**config.mk**
```make
export PLATFORM = sky130hd
export DESIGN_NAME = rf_write_arbiter_flat
export DESIGN_NICKNAME = d
export VERILOG_FILES = /design/src/rtl/rf_arb_pkg.sv /design/src/rtl/rf_write_arbiter_if.sv /design/src/rtl/ni_word_fifo.sv /design/src/rtl/rf_write_arbiter.sv /design/src/flat_wrapper.sv
export SDC_FILE = /design/constraint.sdc
export NUM_CORES = 1
export LEC_CHECK = 0
export CORE_ASPECT_RATIO = 1.5
export CORE_MARGIN = 5
export CORE_UTILIZATION = 50
export CTS_CLUSTER_DIAMETER = 60
export DETAILED_ROUTE_END_ITERATION = 10
export MAX_ROUTING_LAYER = met4
export PLACE_DENSITY = 0.76
export REMOVE_ABC_BUFFERS = 1
export SETUP_SLACK_MARGIN = 0.15
export SKIP_CTS_REPAIR_TIMING = 1
export SYNTH_ARGS = -nofsm -noshare
export SYNTH_HDL_FRONTEND = slang
export SYNTH_HIERARCHICAL = 1
export SYNTH_SLANG_ARGS = --single-unit
```
**constraint.sdc**
```tcl
create_clock -name clk -period 2.7 [get_ports clk]
set_input_delay 0.54 -clock clk [delete_from_list [all_inputs] [get_ports clk]]
set_output_delay 0.54 -clock clk [all_outputs]
set_load 0.01 [all_outputs]
```
**src/rtl/rf_arb_pkg.sv**
```systemverilog
// Shared types and widths for the register-file write-port arbiter.
package rf_arb_pkg;
  localparam int REG_ADDR_W = 5;
  localparam int DATA_W     = 32;

  typedef enum logic [1:0] {
    GNT_NONE,
    GNT_WB,
    GNT_NI,
    GNT_NI_FORCE
  } grant_e;
endpackage

```
**src/rtl/rf_write_arbiter_if.sv**
```systemverilog
// Writeback / NI / register-file write-port bundle for rf_write_arbiter.
interface rf_write_arbiter_if;
  import rf_arb_pkg::*;

  logic                  wb_we;
  logic [REG_ADDR_W-1:0] wb_rd;
  logic [DATA_W-1:0]     wb_wd;
  logic                  wb_stall;
  logic                  ni_valid;
  logic [DATA_W-1:0]     ni_data;
  logic                  ni_ready;
  logic                  rf_we;
  logic [REG_ADDR_W-1:0] rf_rd;
  logic [DATA_W-1:0]     rf_wd;
  logic                  ni_win_done;
  logic                  ni_hazard;

  modport master (
    output wb_we, wb_rd, wb_wd, ni_valid, ni_data,
    input  wb_stall, ni_ready, rf_we, rf_rd, rf_wd, ni_win_done, ni_hazard
  );

  modport slave (
    input  wb_we, wb_rd, wb_wd, ni_valid, ni_data,
    output wb_stall, ni_ready, rf_we, rf_rd, rf_wd, ni_win_done, ni_hazard
  );
endinterface

```
**src/rtl/ni_word_fifo.sv**
```systemverilog
// NI word FIFO: power-of-two depth, registered full/empty flags, head visible combinationally.
module ni_word_fifo #(
  parameter int DEPTH = 4,
  parameter int WIDTH = 32
) (
  input  logic             clk,
  input  logic             rst,
  input  logic             push,
  input  logic [WIDTH-1:0] push_data,
  input  logic             pop,
  output logic [WIDTH-1:0] head,
  output logic             full,
  output logic             empty
);
  localparam int AW = $clog2(DEPTH);

  logic [WIDTH-1:0] mem [DEPTH];
  logic [AW-1:0]    wr_ptr, rd_ptr;
  logic [AW:0]      count, count_nxt;
  logic             do_push, do_pop;

  // full is checked before any same-cycle pop, so a full FIFO never accepts.
  assign do_push = push && !full;
  assign do_pop  = pop && !empty;
  assign head    = mem[rd_ptr];

  always_comb begin
    count_nxt = count;
    case ({do_push, do_pop})
      2'b10:   count_nxt = count + (AW+1)'(1);
      2'b01:   count_nxt = count - (AW+1)'(1);
      default: count_nxt = count;
    endcase
  end

  always_ff @(posedge clk or posedge rst) begin
    if (rst) begin
      wr_ptr <= '0;
      rd_ptr <= '0;
      count  <= '0;
      full   <= 1'b0;
      empty  <= 1'b1;
    end else begin
      if (do_push) wr_ptr <= wr_ptr + AW'(1);
      if (do_pop)  rd_ptr <= rd_ptr + AW'(1);
      count <= count_nxt;
      full  <= (count_nxt == (AW+1)'(DEPTH));
      empty <= (count_nxt == '0);
    end
  end

  always_ff @(posedge clk) begin
    if (do_push) mem[wr_ptr] <= push_data;
  end
endmodule

```
**src/rtl/rf_write_arbiter.sv**
```systemverilog
// Shares the register-file write port between writeback and NI window unloading.
// Define RF_ARB_STARVE_EN to enable the NI starvation guard (forced NI grant after STARVE_LIMIT WB wins).
module rf_write_arbiter
  import rf_arb_pkg::*;
#(
  parameter int NI_FIFO_DEPTH = 4,
  parameter int NI_BASE_REG   = 1,
  parameter int NI_LAST_REG   = 7,
  parameter int STARVE_LIMIT  = 4
) (
  input logic               clk,
  input logic               rst,
  rf_write_arbiter_if.slave bus
);
  localparam logic [REG_ADDR_W-1:0] BASE = REG_ADDR_W'(NI_BASE_REG);
  localparam logic [REG_ADDR_W-1:0] LAST = REG_ADDR_W'(NI_LAST_REG);

  grant_e                grant;
  logic                  force_ni;
  logic                  ni_grant;
  logic                  fifo_full, fifo_empty;
  logic [DATA_W-1:0]     fifo_head;
  logic [REG_ADDR_W-1:0] ni_ptr;
  logic                  rf_we_q, win_done_q;
  logic [REG_ADDR_W-1:0] rf_rd_q;
  logic [DATA_W-1:0]     rf_wd_q;

  ni_word_fifo #(
    .DEPTH (NI_FIFO_DEPTH),
    .WIDTH (DATA_W)
  ) u_fifo (
    .clk       (clk),
    .rst       (rst),
    .push      (bus.ni_valid),
    .push_data (bus.ni_data),
    .pop       (ni_grant),
    .head      (fifo_head),
    .full      (fifo_full),
    .empty     (fifo_empty)
  );

`ifdef RF_ARB_STARVE_EN
  localparam int CNT_W = $clog2(STARVE_LIMIT + 1);
  localparam logic [CNT_W-1:0] STARVE_MAX = CNT_W'(STARVE_LIMIT);

  logic [CNT_W-1:0] starve_cnt;

  always_ff @(posedge clk or posedge rst) begin
    if (rst) begin
      starve_cnt <= '0;
    end else if (ni_grant) begin
      starve_cnt <= '0;
    end else if (grant == GNT_WB && !fifo_empty && starve_cnt != STARVE_MAX) begin
      starve_cnt <= starve_cnt + CNT_W'(1);
    end
  end
`endif

  always_comb begin
    force_ni = 1'b0;
`ifdef RF_ARB_STARVE_EN
    force_ni = !fifo_empty && (starve_cnt == STARVE_MAX);
`endif
    if (force_ni)          grant = GNT_NI_FORCE;
    else if (bus.wb_we)    grant = GNT_WB;
    else if (!fifo_empty)  grant = GNT_NI;
    else                   grant = GNT_NONE;
  end

  assign ni_grant = (grant == GNT_NI) || (grant == GNT_NI_FORCE);

`ifdef RF_ARB_STARVE_EN
  assign bus.wb_stall = bus.wb_we && (grant == GNT_NI_FORCE);
`else
  assign bus.wb_stall = 1'b0;
`endif

  assign bus.ni_hazard = (grant == GNT_WB) && (bus.wb_rd == ni_ptr) && !fifo_empty;
  assign bus.ni_ready  = !fifo_full;

  always_ff @(posedge clk or posedge rst) begin
    if (rst) begin
      rf_we_q    <= 1'b0;
      rf_rd_q    <= '0;
      rf_wd_q    <= '0;
      win_done_q <= 1'b0;
      ni_ptr     <= BASE;
    end else begin
      rf_we_q    <= 1'b0;
      win_done_q <= 1'b0;
      unique case (grant)
        GNT_WB: begin
          // r0 is hardwired zero: the request is consumed but never written.
          rf_we_q <= (bus.wb_rd != '0);
          rf_rd_q <= bus.wb_rd;
          rf_wd_q <= bus.wb_wd;
        end
        GNT_NI, GNT_NI_FORCE: begin
          rf_we_q    <= 1'b1;
          rf_rd_q    <= ni_ptr;
          rf_wd_q    <= fifo_head;
          win_done_q <= (ni_ptr == LAST);
          ni_ptr     <= (ni_ptr == LAST) ? BASE : ni_ptr + REG_ADDR_W'(1);
        end
        default: ;
      endcase
    end
  end

  assign bus.rf_we       = rf_we_q;
  assign bus.rf_rd       = rf_rd_q;
  assign bus.rf_wd       = rf_wd_q;
  assign bus.ni_win_done = win_done_q;
endmodule

```
**src/flat_wrapper.sv**
```systemverilog
// flat-port wrapper written by rule: the top's interface ports become plain ports
module rf_write_arbiter_flat import rf_arb_pkg::*;
#(
  parameter int NI_FIFO_DEPTH = 4,
  parameter int NI_BASE_REG   = 1,
  parameter int NI_LAST_REG   = 7,
  parameter int STARVE_LIMIT  = 4
)
  (clk, rst, bus_wb_we, bus_wb_rd, bus_wb_wd, bus_ni_valid, bus_ni_data, bus_wb_stall, bus_ni_ready, bus_rf_we, bus_rf_rd, bus_rf_wd, bus_ni_win_done, bus_ni_hazard);
  rf_write_arbiter_if bus_i ();
  input logic clk;
  input logic rst;
  input wire logic [$bits(bus_i.wb_we)-1:0] bus_wb_we;
  input wire logic [$bits(bus_i.wb_rd)-1:0] bus_wb_rd;
  input wire logic [$bits(bus_i.wb_wd)-1:0] bus_wb_wd;
  input wire logic [$bits(bus_i.ni_valid)-1:0] bus_ni_valid;
  input wire logic [$bits(bus_i.ni_data)-1:0] bus_ni_data;
  output wire logic [$bits(bus_i.wb_stall)-1:0] bus_wb_stall;
  output wire logic [$bits(bus_i.ni_ready)-1:0] bus_ni_ready;
  output wire logic [$bits(bus_i.rf_we)-1:0] bus_rf_we;
  output wire logic [$bits(bus_i.rf_rd)-1:0] bus_rf_rd;
  output wire logic [$bits(bus_i.rf_wd)-1:0] bus_rf_wd;
  output wire logic [$bits(bus_i.ni_win_done)-1:0] bus_ni_win_done;
  output wire logic [$bits(bus_i.ni_hazard)-1:0] bus_ni_hazard;
  assign bus_i.wb_we = bus_wb_we;
  assign bus_i.wb_rd = bus_wb_rd;
  assign bus_i.wb_wd = bus_wb_wd;
  assign bus_i.ni_valid = bus_ni_valid;
  assign bus_i.ni_data = bus_ni_data;
  assign bus_wb_stall = bus_i.wb_stall;
  assign bus_ni_ready = bus_i.ni_ready;
  assign bus_rf_we = bus_i.rf_we;
  assign bus_rf_rd = bus_i.rf_rd;
  assign bus_rf_wd = bus_i.rf_wd;
  assign bus_ni_win_done = bus_i.ni_win_done;
  assign bus_ni_hazard = bus_i.ni_hazard;
  rf_write_arbiter #(.NI_FIFO_DEPTH(NI_FIFO_DEPTH), .NI_BASE_REG(NI_BASE_REG), .NI_LAST_REG(NI_LAST_REG), .STARVE_LIMIT(STARVE_LIMIT)) u_core (.clk(clk), .rst(rst), .bus(bus_i));
endmodule
```
== After elaboration in Yosys (flattened, before gate mapping) ==
Memory sizes are Yosys's and may differ from the RTL's.
Index checks and enable logic that the tools add are counted.
Cells by class
  muxes and demuxes: 10
  equal/unequal tests: 8
  reduce and logical (&&, ||, !) cells: 11
  $add $sub $neg: 5
Operators by type and width (number)
  one-hot mux 32 bit (2 select lines): 1
  one-hot mux 5 bit (2 select lines): 1
  equality test 2 bit, second input constant: 3
  one-hot mux 3 bit (2 select lines): 1
  adder 5 x 1 -> 5 bit, second input constant: 1
  equality test 5 x 3 -> 1 bit, second input constant: 1
  equality test 5 bit: 1
  2-to-1 mux 5 bit: 1
  nonzero test 5 bit: 1
  adder 2 x 1 -> 2 bit, second input constant: 2
  equality test 2 x 1 -> 1 bit, second input constant: 2
  logical AND 1 bit: 4
  2-to-1 mux 2 bit: 2
  adder 3 x 1 -> 3 bit, second input constant: 1
  equality test 3 bit, second input constant: 1
  logical NOT 3 bit: 1
  2-to-1 mux 1 bit: 3
  subtractor 3 x 1 -> 3 bit, second input constant: 1
  logical NOT 1 bit: 2
  one-hot mux 1 bit (2 select lines): 1
  nonzero test 2 bit: 1
  OR reduction 2 bit: 1
  logical OR 1 bit: 1
Storage, ports and cells
  bits of input ports: 73
  bits in writable memories: 128
  memories kept: 1
  flip-flop bits (word level): 53
  output and inout port bits: 42
Memory list
  u_core.u_fifo.mem: depth 4, width 32, rd ports 1, clocked after Yosys merged registers in 0, wr ports 1, line ni_word_fifo.sv:17  | logic [WIDTH-1:0] mem [DEPTH];

== Logic depth before layout (Yosys ltp) ==
Gate-level depths: netlist (run 1).
  depth in word-level cells: 8
  depth in mapped cells: 9
  depth with buffers taken out: 8

== Hierarchy ==
The synthesis (run 1) kept the hierarchy.
Modules (own cells, without submodules)
  ni_word_fifo: area each 5167.5 sq um, times used 1, cells an instance 216
  rf_write_arbiter: area each 2103.3 sq um, times used 1, cells an instance 199

== Worst setup path before layout (run 1) ==
OpenSTA, ideal clock, no wires.
  kind: input-to-reg
  start point: in bus_wb_we
  end point: reg u_core.u_fifo.empty
  path slack: 356 ps
  data arrival time: 2266 ps
  setup time: 79 ps
  stages on the path: 8
  cell sequence: nor2_2 nor2b_1 ha_1 inv_1 fa_1 xor2_1 or3_1 o211a_1
Between the ends
  word-level cells in the longest chain between the ends: 7
Ends and longest elaborated chain
  start: declaration: line flat_wrapper.sv:13  | input wire logic [$bits(bus_i.wb_we)-1:0] bus_wb_we;
  2-to-1 mux 2 bit (*): line rf_write_arbiter.sv:65  | else if (bus.wb_we) grant = GNT_WB;
  equality test 2 bit: line rf_write_arbiter.sv:70  | assign ni_grant = (grant == GNT_NI) || (grant == GNT_NI_FORCE);
  logical OR 1 bit (*): line rf_write_arbiter.sv:70
  logical AND 1 bit (*): line ni_word_fifo.sv:24  | assign do_pop = pop && !empty;
  equality test 2 x 1 -> 1 bit / equality test 2 bit (equally long branches): line ni_word_fifo.sv:29  | case ({do_push, do_pop})
  one-hot mux 3 bit (2 select lines) (*): line ni_word_fifo.sv:29
  logical NOT 3 bit (*): line ni_word_fifo.sv:48  | empty <= (count_nxt == '0);
  end signal: assignment: line ni_word_fifo.sv:48
  end: declaration: line ni_word_fifo.sv:13  | output logic empty
Every way passes the cells marked *; elsewhere a longest branch is shown, timed or not.
A chain may end at the register's enable or synchronous reset.

== Worst setup path after layout (run 1) ==
  start point: in bus_wb_rd[0]
  end point: out bus_ni_hazard
Between the ends
  word-level cells in the longest chain between the ends: 3
Ends and longest elaborated chain
  start: declaration: line flat_wrapper.sv:14  | input wire logic [$bits(bus_i.wb_rd)-1:0] bus_wb_rd;
  equality test 5 bit: line rf_write_arbiter.sv:78  | assign bus.ni_hazard = (grant == GNT_WB) && (bus.wb_rd == ni_ptr) && !fifo_empty;
  logical AND 1 bit (2 in a row): line rf_write_arbiter.sv:78
  end: declaration: line flat_wrapper.sv:24  | output wire logic [$bits(bus_i.ni_hazard)-1:0] bus_ni_hazard;
Every way passes these cells.

==> impl_metrics.csv, run 1 <==
group,metric,value,unit
run_status,status,"finished, final reports clean",
worst_setup_path,arrival,1.82,ns
floorplanning,ios,115,
worst_setup_path,endpoint_kind,"primary output",
place,dp_hpwl,9990,µm
sta,setup_ws,0.335,ns
sta,min_period_over_period,87.6,%
layout,num-nets-final,622,
sta,maxSlewViolCount,0,
synth,avgSynthCellArea,17.5,µm²
sta,rsz0062_at_grt,"no",
place,port-buffer-count,113,
grt,antenna_found_initial,0,
power_and_ir_drop,p_per_area,978,nW/µm²
layout,drive_above_1_share,16.6,%
grt,grt_pass1_wl,22700,µm
worst_setup_path,cp.required,2.16,ns
grt,grt_max_degree,75,
floorplanning,core,14400,µm²
floorplanning,initial_utilization,50.5,%
synth,synth_top_family_by_area,"multiplexers",
worst_hold_path,hold_path_class,"input pin to async pin",
drt,drc,0,
drt,drtAntennaViolNets,0,
layout,fillCellCount,1037,
floorplanning,die_area,17100,µm²
place,placed_area,8610,µm²
place,pre_cts_slack,-0.0152,ns
clock_network,clkLatencyLatePin,0.42,ns
layout,area_delta_synth_final,26.0,%
grt,grt_pass1_vias,4224,
synth,netlist.area_leader.share,52.9,%
synth,async_flop_share,29.3,%
worst_setup_path,cpPeakStageDelay,0.54,ns
synth,synth_xor_area_share,1.57,%
sta,fmax,0.423,GHz
floorplanning,die_h,158,µm
drt,dr.pass1.iters,4,
drt,wl,14600,µm
drt,wl_per_cell,19.4,µm
clock_network,htree_levels,4,
clock_network,cts_tree,"done",
floorplanning,die_x,108,µm
sta,setup_viol,0,
power_and_ir_drop,max-vdd-ir-drop,0.000523,V
synth,yosys.area_share.simple,3.80,%
sta,fin_tns_setup,0,ns
clock_network,clkTransAtPathRegs,0.06,ns
power_and_ir_drop,p_leak,3.33,nW
flow_run,cap_violations,0,
drt,drt_iter0_drc,253,
drt,vias,3908,
worst_setup_path,path_depth,5,
synth,synthesis.area,7270,µm²
sta,min_period,2.36,ns
synth,syn_inst,415,
synth,netlist_top_cells_area,"edfxtp_1 53%, dfrtp_1 18%, mux4_2 8.7%, mux2i_1 5.2%, nand2_1 2.3%",
grt,grtUsageTotal,18.6,%
clock_network,cts_sinks,181,
sta,relSlewSlack,55.1,%
floorplanning,num_rows,54,
synth,synthMuxAreaShare,15.5,%
worst_setup_path,crit_family,"buffers and inverters",
worst_setup_path,worstPathMaxFanout,3,
worst_setup_path,path_cells,"clkdlybuf4s50_1 > xnor2_1 > nand4_1 > nor4_2 > dlymetal6s2s_1",
worst_setup_path,reg2regPathDepth,8,
worst_setup_path,slowest_stage,"clkdlybuf4s50_1",
synth,synth_cell_types,40,
synth,synthFlopType,"edfxtp_1",
clock_network,numCtsBuffers,17,
drt,viasPerCell,5.20,
layout,final_cell_area,9160,µm²
grt,gr-total-overflow,0,
synth,ys_ff_latch,181,
sta,hold_violations,0,
synth,ys_seq_area_share,71.1,%
clock_network,clk_path_buf_depth,2,
place,gp_congestion,0.762,
sta,worst_pin_slew,0.673,ns
clock_network,root_buffer,"clkbuf_16",
synth,yosys_warnings,6,
synth,synthAdderAreaFrac,1.31,%
worst_setup_path,crit_buf_inv,2,
synth,synth_edf_count,128,
synth,synth_largest_area_cell,"edfxtp_1",
worst_setup_path,critPathKind,"input pin to primary output",
worst_setup_path,worst_setup_path_start_kind,"input pin",
sta,clock_skew,0.00850,ns
layout,antenna_cells,0,
synth,synth_compound_area_share,3.37,%
layout make-up:
type,count,area (µm²),share of cell area (%)
repair buffers,132,1280,14.0
flip-flops and latches,181,5170,56.5
multi-input cells,199,1870,20.4
inverters,11,41.3,0.451
clock buffers,21,470,5.14
well taps,196,245,2.68
clock inverters,11,71.3,0.779
final timing paths:
path                                                  start                                to  slack (ns)
min in group clk           u_core/u_fifo/count[0]$_DFF_PP0_  u_core/u_fifo/count[0]$_DFF_PP0_        0.50
max reg2reg                   u_core/u_fifo/empty$_DFF_PP1_     u_core/u_fifo/empty$_DFF_PP1_        0.44
min reg2reg                u_core/u_fifo/count[0]$_DFF_PP0_  u_core/u_fifo/count[0]$_DFF_PP0_        0.50
min                                                     rst  u_core/bus.rf_wd[27]$_DFFE_PP0P_        0.46
max in group asynchronous                               rst      u_core/ni_ptr[0]$_DFFE_PP1N_        1.62
max                                            bus_wb_rd[0]                     bus_ni_hazard        0.34
kinds of logic (layout without fill, tap and decap cells):
family / Yosys count / count (layout)
XOR/XNOR: 13 / 13
flip-flops: 181 / 181
AO/OA/AOI/OAI: 46 / 46
adder cells (fa/ha/maj): 7 / 7
buffers and inverters: 35 / 175
other: 1 / 1
AND/OR/NAND/NOR: 61 / 61
multiplexers: 71 / 71
synth_stat cells, types with 2 or more instances:
library cell,number
edfxtp_1,128
dfrtp_1,51
nand2_1,44
mux2i_1,38
o21ai_0,33
mux4_2,28
inv_1,11
xnor2_1,10
o21ai_1,8
ha_1,6
buf_2,5
and2_1,4
buf_4,4
clkbuf_1,4
mux4_1,4
buf_1,3
buf_12,3
buf_6,3
nand4_1,3
xor2_1,3
dfstp_2,2
nor2b_1,2
layout by cell type, fill, tap and decap left out, types with 2 or more instances in the layout:
| cell type | Yosys | routed |
|---|---|---|
| dfstp_2 | 2 | 2 |
| nand2_1 | 44 | 44 |
| dfrtp_2 | 0 | 2 |
| nor2b_1 | 2 | 2 |
| buf_4 | 4 | 18 |
| nand4_1 | 3 | 3 |
| xor2_1 | 3 | 3 |
| mux4_2 | 28 | 28 |
| o21ai_1 | 8 | 8 |
| inv_1 | 11 | 10 |
| edfxtp_1 | 128 | 128 |
| clkbuf_8 | 0 | 3 |
| inv_6 | 0 | 2 |
| mux2i_1 | 38 | 38 |
| mux4_1 | 4 | 4 |
| ha_1 | 6 | 6 |
| dfrtp_1 | 51 | 49 |
| inv_4 | 0 | 4 |
| clkdlybuf4s50_1 | 0 | 111 |
| and2_2 | 0 | 4 |
| clkinv_2 | 0 | 4 |
| clkbuf_16 | 0 | 17 |
| xnor2_1 | 10 | 10 |
| o21ai_0 | 33 | 33 |
per-layer routing:
| metal | vias up | global-route usage [%] | wire [µm] |
|---|---|---|---|
| li1 | 1839 | - | - |
| met1 | 1950 | 20.7 | 5430 |
| met2 | 96 | 32.3 | 8170 |
| met3 | 23 | 4.04 | 654 |
| met4 | 0 | 7.34 | 315 |
| met5 | - | - | 0 |
metrics by stage:
step	std cells	total power [W]	utilization (%)	hold slack, ns
6_report	751	0.00896	63.6	0.456
5_1_grt	751	0.00944	63.6	0.484
4_1_cts	751	0.00907	63.6	0.457
3_5_place_dp	719	0.00681	59.8	0.491
3_3_place_gp	719	0.00668	59.8	0.468
2_1_floorplan	391	0.00562	-	0.367
sequential cells by signal (all words and copies together), names as in the netlist:
| signal | flops |
|---|---|
| u_core/u_fifo/count | 3 |
| u_core/u_fifo/rd_ptr | 2 |
| u_core/bus.ni_win_done | 1 |
| u_core/u_fifo/full | 1 |
| u_core/u_fifo/mem | 128 |
| u_core/bus.rf_we | 1 |
| u_core/bus.rf_wd | 32 |
| u_core/u_fifo/empty | 1 |
| u_core/ni_ptr | 5 |
| u_core/bus.rf_rd | 5 |
| u_core/u_fifo/wr_ptr | 2 |
report_power, final:
| group | leakage (nW) | internal [W] | switching, W |
|---|---|---|---|
| Clock | 0.279 | 0.00125 | 0.00101 |
| Combinational | 1.25 | 0.00143 | 0.00119 |
| Sequential | 1.80 | 0.00367 | 0.000410 |
| Total | 3.33 | 0.00636 | 0.00261 |
worst reg2reg max path, delay by kind of cell, from the launching register on:
family | cells | cell delay [ns]
xor gates and xnor gates | 1 | 0.20
adders and majority gates | 2 | 0.65
and+or+nand+nor | 3 | 0.73
DFF | 1 | 0.41
AOI/OAI and AO/OA | 1 | 0.13
buffers and inverters | 1 | 0.07
Power figures use the tool's default switching activity.
==> inputs of run 2 (changes only) <==
Settings changed: CAP_MARGIN set to 20.
==> results of run 2 <==
No change in the layout: final DEF, timing and power equal those of run 1.
